==> src/rtl/baudrate_generator_pkg.sv <==
// -----------------------------------------------------------------------------
// baudrate_generator_pkg
// Shared UART constants used by the sender, the receiver and the baud-rate
// generator, plus the operating-mode encoding of the phase accumulator.
// -----------------------------------------------------------------------------
package baudrate_generator_pkg;

  localparam int unsigned DEFAULT_BAUD_RATE = 32'd115_200;
  localparam int unsigned DEFAULT_CLK_FREQ  = 32'd50_000_000;
  localparam int          FREQ_W            = 32;

  // What the accumulator does on the next clock edge (reset is handled apart).
  typedef enum logic [1:0] {
    MODE_RESTART = 2'd0,  // clk_freq changed: restart counting from zero
    MODE_IDLE    = 2'd1,  // clk_freq == 0: no clock information, no ticks
    MODE_SAT     = 2'd2,  // clk_freq <= BAUD_RATE: tick on every cycle
    MODE_RUN     = 2'd3   // normal fractional accumulation
  } nco_mode_e;

endpackage : baudrate_generator_pkg

==> src/rtl/baudrate_generator.sv <==
// -----------------------------------------------------------------------------
// baudrate_generator
// Fractional phase-accumulator (NCO) tick generator. Each cycle the
// accumulator gains BAUD_RATE; when it reaches clk_freq it wraps by
// subtracting clk_freq and a one-cycle baud_tick is issued, so the long-run
// tick rate is exactly BAUD_RATE for the supplied clock frequency.
//
// Ports:
//   clk        in   system clock
//   rst        in   synchronous, active-high reset
//   clk_freq   in   system clock frequency in Hz (FREQ_W bits)
//   baud_tick  out  registered one-cycle pulse, one per bit period
// -----------------------------------------------------------------------------
module baudrate_generator #(
  parameter int unsigned BAUD_RATE = baudrate_generator_pkg::DEFAULT_BAUD_RATE,
  parameter int          FREQ_W    = baudrate_generator_pkg::FREQ_W
) (
  input  logic              clk,
  input  logic              rst,
  input  logic [FREQ_W-1:0] clk_freq,
  output logic              baud_tick
);

  import baudrate_generator_pkg::*;

  // Increment widened to the accumulator width; one guard bit above FREQ_W
  // means acc + BAUD_RATE can never wrap since acc < clk_freq < 2^FREQ_W.
  localparam logic [FREQ_W:0] BAUD_EXT = (FREQ_W+1)'(BAUD_RATE);

  logic [FREQ_W:0]   acc_r;
  logic [FREQ_W-1:0] freq_r;
  logic              baud_tick_r;

  logic [FREQ_W:0]   freq_ext_s;
  logic [FREQ_W:0]   sum_s;
  logic [FREQ_W:0]   acc_next_s;
  logic              tick_next_s;
  nco_mode_e         mode_s;

  assign freq_ext_s = {1'b0, clk_freq};
  assign sum_s      = acc_r + BAUD_EXT;

  // Classify the current cycle; a frequency change dominates the other cases.
  always_comb begin
    mode_s = MODE_RUN;
    if (clk_freq != freq_r) begin
      mode_s = MODE_RESTART;
    end else if (clk_freq == {FREQ_W{1'b0}}) begin
      mode_s = MODE_IDLE;
    end else if (freq_ext_s <= BAUD_EXT) begin
      mode_s = MODE_SAT;
    end else begin
      mode_s = MODE_RUN;
    end
  end

  // Next accumulator value and tick decision for each mode.
  always_comb begin
    acc_next_s  = {(FREQ_W+1){1'b0}};
    tick_next_s = 1'b0;
    case (mode_s)
      MODE_RESTART: begin
        acc_next_s  = {(FREQ_W+1){1'b0}};
        tick_next_s = 1'b0;
      end
      MODE_IDLE: begin
        acc_next_s  = {(FREQ_W+1){1'b0}};
        tick_next_s = 1'b0;
      end
      MODE_SAT: begin
        acc_next_s  = {(FREQ_W+1){1'b0}};
        tick_next_s = 1'b1;
      end
      MODE_RUN: begin
        if (sum_s >= freq_ext_s) begin
          acc_next_s  = sum_s - freq_ext_s;
          tick_next_s = 1'b1;
        end else begin
          acc_next_s  = sum_s;
          tick_next_s = 1'b0;
        end
      end
      default: begin
        acc_next_s  = {(FREQ_W+1){1'b0}};
        tick_next_s = 1'b0;
      end
    endcase
  end

  // State registers; freq_r always follows clk_freq so a change is seen once.
  always_ff @(posedge clk) begin
    if (rst) begin
      acc_r       <= {(FREQ_W+1){1'b0}};
      baud_tick_r <= 1'b0;
      freq_r      <= clk_freq;
    end else begin
      acc_r       <= acc_next_s;
      baud_tick_r <= tick_next_s;
      freq_r      <= clk_freq;
    end
  end

  assign baud_tick = baud_tick_r;

endmodule : baudrate_generator

==> config.mk <==
export PLATFORM = sky130hd
export DESIGN_NAME = baudrate_generator
export DESIGN_NICKNAME = d
export VERILOG_FILES = /design/src/rtl/baudrate_generator_pkg.sv /design/src/rtl/baudrate_generator.sv
export SDC_FILE = /design/constraint.sdc
export NUM_CORES = 1
export LEC_CHECK = 0
export BUFFER_PORTS_ARGS = -buffer_cell sky130_fd_sc_hd__buf_2
export CORE_ASPECT_RATIO = 1.2
export CORE_UTILIZATION = 60
export DETAILED_ROUTE_END_ITERATION = 7
export GPL_TIMING_DRIVEN = 1
export HOLD_SLACK_MARGIN = 0.08
export PLACE_DENSITY_LB_ADDON = 0.08
export SLEW_MARGIN = 20
export SYNTH_ARGS = -nofsm -noshare
export SYNTH_HDL_FRONTEND = slang
export SYNTH_SLANG_ARGS = --single-unit
==> constraint.sdc <==
create_clock -name clk -period 4.8 [get_ports clk]
set_input_delay 0.96 -clock clk [delete_from_list [all_inputs] [get_ports clk]]
set_output_delay 0.96 -clock clk [all_outputs]
set_load 0.05 [all_outputs]
; Yosys cells after proc, flatten, opt, wreduce, memory -nomap -nowiden
; Index checks and enable logic that the tools add are counted.
; Widths: inputs -> output; s select.
[totals]
ff_bits = 66
latchBits = 0
mem_bits_rw = 0
romBits = 0
output_inout_bits = 1
word_cells = 22
memories = 0
[classes]
n_addsub = 2
mul = 0
div_mod_pow = 0
order_cmp = 2
eq_ne = 4
shift = 0
muxes = 7
n_bitwise = 0
reduce_logical = 4
[ops]
columns = op, n
row1 = $pmux 33 s2, 1
row2 = $add 33x17->33 const B, 1
row3 = $ge 33x32->1, 1
row4 = $mux 33, 1
row5 = $sub 33x32->33, 1
row6 = $le 32x17->1 const B, 1
row7 = $logic_not 32->1, 1
row8 = $ne 32x32->1, 1
row9 = $eq 2x2->1 const B, 2
row10 = $mux 2, 2
row11 = $pmux 1 s3, 1
row12 = $reduce_or 3->1, 1
row13 = $eq 2x1->1 const B, 1
row14 = $logic_not 2->1, 1
row15 = $mux 1, 2
row16 = $reduce_or 2->1, 1

; Logic depth before layout (Yosys ltp)
; Gate-level depths: netlist of run 1.
[depth]
word_depth = 7
depth_mapped = 19
depth_no_buf = 17

; Least setup slack after synthesis of run 1
; OpenSTA, ideal clock, no wires.
[synth_timing]
kind = reg2reg
startpoint = reg acc_r[9]
endpoint = reg acc_r[32]
setup_time_ns = 0.067
arrival_time_ns = 3.764
slack_ns = 0.969
path_stages_with_launch = 17
n_path_buf = 0
period_less_slack_ns = 3.831
path_cell_list = dfxtp_1 ha_1 a41oi_1 nand2_1 and3_1 xnor2_1 inv_1 ha_1 and3_1 and4_1 a21oi_1 nand3_1 a41o_1 a221o_1 a311o_1 or3b_1 a21oi_2
[synth_between]
elab_chain_len = 4
[synth_rtl]
columns = element, line
row1 = "start, declared", baudrate_generator.sv:30  ; logic [FREQ_W:0] acc_r;
row2 = "start signal, assigned", baudrate_generator.sv:93  ; acc_r <= {(FREQ_W+1){1'b0}};
row3 = "start signal, assigned", baudrate_generator.sv:97  ; acc_r <= acc_next_s;
row4 = $add 33x17->33 (*), baudrate_generator.sv:41  ; assign sum_s = acc_r + BAUD_EXT;
row5 = $sub 33x32->33 / $ge 33x32->1 (equally long branches), "baudrate_generator.sv:76, baudrate_generator.sv:75"
row6 = $mux 33 (*), baudrate_generator.sv:75  ; if (sum_s >= freq_ext_s) begin
row7 = $pmux 33 s2 (*), baudrate_generator.sv:61  ; case (mode_s)
; Every way passes the cells marked *; elsewhere a longest branch is shown, timed or not.
; A chain may end at the register's enable or synchronous reset.

; Final worst setup path of run 1
; Same ends and word-level chain as after synthesis.

==> flow_summary_export.csv, run 1 <==
group,metric,value,unit
outcome,outcome,"finished, final reports clean",
placement,hpwlAfterDp,8650,um
timing,clock_skew,0.0138,ns
layout,fin_cells,675,
layout,drive_gt1_frac,0.113,
min_path,min_path_type,"flip-flop to flip-flop",
detailed_routing,wl_per_cell,16.5,um
synthesis,ys_seq_elements,66,
die,die_area,0.00796,mm2
power,irDropWorstVdd,0.000180,V
detailed_routing,routed_via_density,5.93,
placement,globalplace.congestion,0.922,
power,pwr-share-comb,0.126,
synthesis,yosysWarnings,0,
power,seq_power_share,0.453,
synthesis,netlist_area,0.00456,mm2
power,p_sw_frac,0.261,
timing,rsz0062_at_grt,"false",
layout,stdcell_area,0.00500,mm2
synthesis,synth_flop_cell,"dfxtp_1",
clocking,clk_pin_slew,0.08,ns
timing,period_needed,4.31,ns
clocking,cts_root_buf,"clkbuf_8",
clocking,htreeDepth,3,
clocking,cts_resized,0,
clocking,cts.hold.buffers_added,0,
timing,final_hold_viol_count,0,
power,clockPowerShare,0.420,
flow_run,drv_cap,0,
die,rows,34,
timing,fmax,0.232,GHz
placement,dp.cells,659,
clocking,clock-sinks,66,
critical_path,critPathSlowestCell,"a41oi_1",
global_routing,grt_max_degree,25,
power,powerDensity,250,mW/mm2
detailed_routing,drc,0,
global_routing,grt_usage,0.297,
critical_path,path_delay_family,"compound AO/OA/AOI/OAI gates",
layout,most-common-layout-cells,"dfxtp_1 (66), xnor2_1 (63), nor2_1 (47)",
critical_path,crit_type,"flip-flop to flip-flop",
timing,relSlewSlack,0.512,
critical_path,end_kind,"flip-flop",
power,switchingPower,0.327,mW
placement,placed_area,0.00479,mm2
critical_path,worst_setup_path_start_kind,"flip-flop",
timing,worst_hold_slack,0.507,ns
synthesis,syn_nets,618,
global_routing,grt_pass1_wl,17900,um
detailed_routing,drt_wl_total,11100,um
critical_path,cp_num_buf_inv,1,
die,die_h,97.5,um
die,initial_core_util,0.624,
die,core-area,0.00732,mm2
clocking,clock_path_buffers,2,
synthesis,synthArstFlopShare,0,
critical_path,crit_fanout,8,
timing,tns,0,ns
synthesis,synth-seq-area-share,0.290,
clocking,clk_latency,0.35,ns
clocking,cts_made_buffers,9,
placement,pre_cts_slack,0.548,ns
die,die_w,81.6,um
timing,setup-violations-final,0,
critical_path,critPathMaxStageDelay,0.43,ns
power,p_int,0.925,mW
detailed_routing,drt-initial-drc-count,207,
timing,worst_slack,0.487,ns
detailed_routing,num_vias,4002,
synthesis,yosysUniqueCellTypes,60,
detailed_routing,first_pass_iters,5,
power,leakagePower,2.21,nW
timing,post-route-period-util,0.898,
timing,tightest_slew,0.726,ns
synthesis,avgSynthCellArea,8.30,um2
layout,layout.nets,648,
detailed_routing,ant_nets,0,
global_routing,grt_pass1_vias,3886,
synthesis,synth_edf_count,0,
critical_path,cp.arrival,4.60,ns
layout,n_antenna_cell,0,
synthesis,syn_inst,550,
global_routing,globalRouteOverflowTotal,0,
critical_path,critPathRequiredTime,5.08,ns
critical_path,crit_chain,"ha_1, a41oi_1, nand2_1, and3_1, xnor2_1, inv_1, ha_1, and3_1, and4_1, a21oi_1, nand3_1, a41o_1, a221o_1, a311o_1, or3b_1, a21oi_2",
clocking,tritoncts,"done",
timing,maxSlewViolCount,0,
clocking,cts_setup_buffers,0,
layout,area_growth,9.65,%
placement,port_buffers,34,
global_routing,antenna_found_initial,0,
die,io_pins,35,
layout,layout_commonest_cell,"dfxtp_1",
[worst paths after layout]
path | startpoint | end | slack [ns] | depth (start not counted)
setup / recovery | acc_r[9] | acc_r[32] | 0.49 | 16
setup reg to reg | acc_r[9] | acc_r[32] | 0.49 | 16
hold / removal | acc_r[5] | acc_r[5] | 0.51 | 2
hold reg to reg | acc_r[5] | acc_r[5] | 0.51 | 2
[cells by family (layout without fill, tap and decap cells)]
kind of cell,Yosys count,count (layout),share of synthesized area
multiplexers,19,19,0.0417
adder cells (fa/ha/maj),34,34,0.0949
AO/OA/AOI/OAI,119,119,0.179
AND/OR/NAND/NOR,164,164,0.177
buffers and inverters,66,101,0.0603
flip-flops,66,66,0.290
XOR/XNOR,82,82,0.157
[worst register-to-register path: stages, from the launching register on]
cell and delay, ns:
dfxtp_1 0.34, ha_1 0.24, a41oi_1 0.43, nand2_1 0.18, and3_1 0.24, xnor2_1 0.18, inv_1 0.07, ha_1 0.36
and3_1 0.23, and4_1 0.23, a21oi_1 0.14, nand3_1 0.10, a41o_1 0.26, a221o_1 0.36, a311o_1 0.38, or3b_1 0.37
a21oi_2 0.14
[synth_stat cells, types with 3 or more instances]
master    count  area share
mux2i_1      19       0.042
ha_1         33       0.090
nand4_1      17       0.023
nor4_1        9       0.012
a21o_1       12       0.020
o31ai_1       4      0.0066
nor2_1       47       0.039
o21a_1        7       0.012
inv_1        46       0.038
nand3_1      17       0.019
nor2b_1       7      0.0096
a211o_1       3      0.0058
a211oi_1     12       0.020
xnor2_1      63        0.12
and3_1        6      0.0082
xor2_1       19       0.036
a31oi_1       5      0.0069
a21oi_1      26       0.029
dfxtp_1      66        0.29
or2_2         3      0.0041
o22ai_1       3      0.0041
clkbuf_1     12      0.0099
buf_2         3      0.0033
o21bai_1      5      0.0082
nor3_1        9      0.0099
o21ai_0      17       0.019
nand2b_1      6      0.0082
and4_1        3      0.0058
nand2_1      33       0.027
[power groups by stage]
| stage | clock network, mW | logic (mW) | registers [mW] |
|---|---|---|---|
| CTS | 0.535 | 0.156 | 0.568 |
| floorplan | 0 | 0.106 | 0.580 |
| finish | 0.526 | 0.158 | 0.568 |
| detailed placement | 0 | 0.155 | 0.580 |
| global route | 0.563 | 0.173 | 0.569 |
| global placement | 0 | 0.154 | 0.580 |
[registers in the layout, summed over array words and instances (netlist names)]
signal     count
acc_r         33
baud_tick      1
freq_r        32
[metrics by stage]
step,power [mW],utilization
final,1.25,0.684
after detailed placement,0.736,0.654
after global placement,0.734,0.654
after floorplan,0.685,-
after global routing,1.31,0.684
after CTS,1.26,0.684
[cell type report]
type / instances / area, um2
inverter: 46 / 173
clock buffer: 10 / 128
multi-input combinational: 418 / 2970
fill: 609 / 2310
clock inverter: 6 / 90.1
tap: 90 / 113
timing repair buffer: 39 / 208
sequential: 66 / 1320
[per-layer routing]
layer  vias up  global-route usage  part of all wire
met5         -                   0                 0
met4         0               0.109             0.021
met3        19              0.0563             0.045
met2       103               0.487              0.46
met1      1879               0.380              0.47
li1       2001                   -                 -
(Power assumes the default switching activity.)
==> inputs of run 2 (changes only) <==
Settings changed: BUFFER_PORTS_ARGS -buffer_cell sky130_fd_sc_hd__buf_2 to unset, DONT_BUFFER_PORTS set to 1, SLEW_MARGIN 20 to 10.
==> run 2 against run 1 <==
Against the previous run: clock-buffer cell count shrank 1; cell area shrank 3.7%; register-to-register slack is essentially flat; final cell count shrank 5.0%; die area is the same; core utilization shrank 2.5 points; routed wire length grew 0.99%; sequential share of layout area grew 1.0 points; setup slack gained 0.015 ns; non-clock buffer count shrank 34; clock power shrank 6.8%; largest cell class unchanged; highest routed layer unchanged.
==> flow_summary_export.csv, run 2 (synthesized netlist as in run 1, its figures left out) <==
group,metric,value,unit
timing,worst_slack,0.502,ns
global_routing,grt_usage,0.299,
global_routing,globalRouteOverflowTotal,0,
critical_path,end_kind,"flip-flop",
layout,fin_cells,641,
placement,hpwlAfterDp,8870,um
layout,layout_commonest_cell,"dfxtp_1",
timing,relSlewSlack,0.523,
critical_path,crit_chain,"ha_1, a41oi_1, nand2_1, and3_1, xnor2_1, inv_1, ha_1, and3_1, and4_1, a21oi_1, nand3_1, a41o_1, a221o_1, a311o_1, or3b_1, a21oi_2",
global_routing,grt_pass1_vias,3776,
global_routing,grt_max_degree,29,
die,initial_core_util,0.624,
clocking,clk_pin_slew,0.08,ns
critical_path,critPathMaxStageDelay,0.45,ns
timing,maxSlewViolCount,0,
power,seq_power_share,0.478,
power,leakagePower,2.07,nW
timing,rsz0062_at_grt,"false",
clocking,cts_root_buf,"clkbuf_8",
timing,worst_hold_slack,0.507,ns
timing,final_hold_viol_count,0,
clocking,tritoncts,"done",
timing,clock_skew,0.00777,ns
clocking,cts.hold.buffers_added,0,
detailed_routing,wl_per_cell,17.5,um
clocking,htreeDepth,3,
critical_path,critPathRequiredTime,5.10,ns
min_path,min_from,"acc_r[2]",
timing,tns,0,ns
layout,n_antenna_cell,0,
placement,pre_cts_slack,0.550,ns
global_routing,antenna_found_initial,0,
timing,fmax,0.233,GHz
flow_run,drv_cap,0,
placement,dp.cells,625,
power,p_int,0.865,mW
placement,port_buffers,0,
timing,setup-violations-final,0,
layout,layout.nets,614,
die,rows,34,
critical_path,critPathSlowestCell,"a41oi_1",
detailed_routing,routed_via_density,6.04,
critical_path,crit_start,"acc_r[9]",
timing,period_needed,4.30,ns
critical_path,cp.arrival,4.60,ns
timing,tightest_slew,0.709,ns
clocking,clock_path_buffers,2,
detailed_routing,drc,0,
clocking,clock-sinks,66,
detailed_routing,ant_nets,0,
clocking,clk_latency,0.36,ns
power,clockPowerShare,0.413,
detailed_routing,first_pass_iters,5,
power,switchingPower,0.323,mW
detailed_routing,drt-initial-drc-count,192,
critical_path,r2r-start,"acc_r[9]",
detailed_routing,drt_wl_total,11200,um
placement,globalplace.congestion,0.909,
clocking,cts_resized,0,
layout,most-common-layout-cells,"dfxtp_1 (66), xnor2_1 (63), nor2_1 (47)",
global_routing,grt_pass1_wl,17900,um
die,die_area,0.00796,mm2
layout,regMostFlops,"acc_r",
clocking,cts_setup_buffers,0,
power,pwr-share-comb,0.109,
layout,area_growth,5.57,%
layout,fillCellCount,643,
critical_path,crit_fanout,8,
timing,post-route-period-util,0.895,
die,core-area,0.00732,mm2
critical_path,worst_setup_path_start_kind,"flip-flop",
layout,drive_gt1_frac,0.0599,
min_path,min_path_type,"flip-flop to flip-flop",
clocking,cts_made_buffers,9,
power,powerDensity,247,mW/mm2
layout,largest_reg_flops,33,
die,die_h,97.5,um
critical_path,crit_type,"flip-flop to flip-flop",
die,io_pins,35,
power,irDropWorstVdd,0.000163,V
detailed_routing,num_vias,3873,
die,die_w,81.6,um
power,finalPower,1.19,mW
power,p_sw_frac,0.272,
outcome,outcome,"finished, final reports clean",
run 2: power groups by stage:
stage | Clock (mW) | Combinational (mW) | Sequential [mW]
final | 0.490 | 0.130 | 0.567
after global routing | 0.519 | 0.143 | 0.569
after CTS | 0.497 | 0.129 | 0.568
after detailed placement | 0 | 0.128 | 0.581
after global placement | 0 | 0.125 | 0.580
after floorplan | 0 | 0.106 | 0.580
run 2: through the flow:
stage	area [um2]	utilization
final	4820	0.658
after global routing	4820	0.658
after CTS	4820	0.658
after detailed placement	4620	0.631
after global placement	4620	0.631
after floorplan	4560	-
run 2: area by class of cell:
| type | instances | area [um2] | area share |
|---|---|---|---|
| inverters | 46 | 173 | 0.0358 |
| repair buffers | 5 | 37.5 | 0.00779 |
| clock inverters | 7 | 77.6 | 0.0161 |
| well taps | 90 | 113 | 0.0234 |
| clock buffers | 9 | 124 | 0.0257 |
| multi-input cells | 418 | 2970 | 0.617 |
| flip-flops and latches | 66 | 1320 | 0.274 |
run 2: worst paths after layout:
| check | to | cells after the start | slack (ns) |
|---|---|---|---|
| worst max-delay path | acc_r[32] | 16 | 0.50 |
| worst min-delay path | acc_r[2] | 2 | 0.51 |
| worst max register to register | acc_r[32] | 16 | 0.50 |
| worst min register to register | acc_r[2] | 2 | 0.51 |
run 2: critical path: cells and delay by family (launching register included):
kind                     cells  cell delay (ns)
AO/OA/AOI/OAI                6             1.70
AND/OR/NAND/NOR              6             1.35
adder cells (fa/ha/maj)      2             0.60
flip-flops                   1             0.34
XOR/XNOR                     1             0.17
buffers and inverters        1             0.06
run 2: layer usage:
metal,routed length [um],GRT usage
met1,5110,0.379
met2,5170,0.477
met3,653,0.0620
met4,306,0.135
met5,0,0
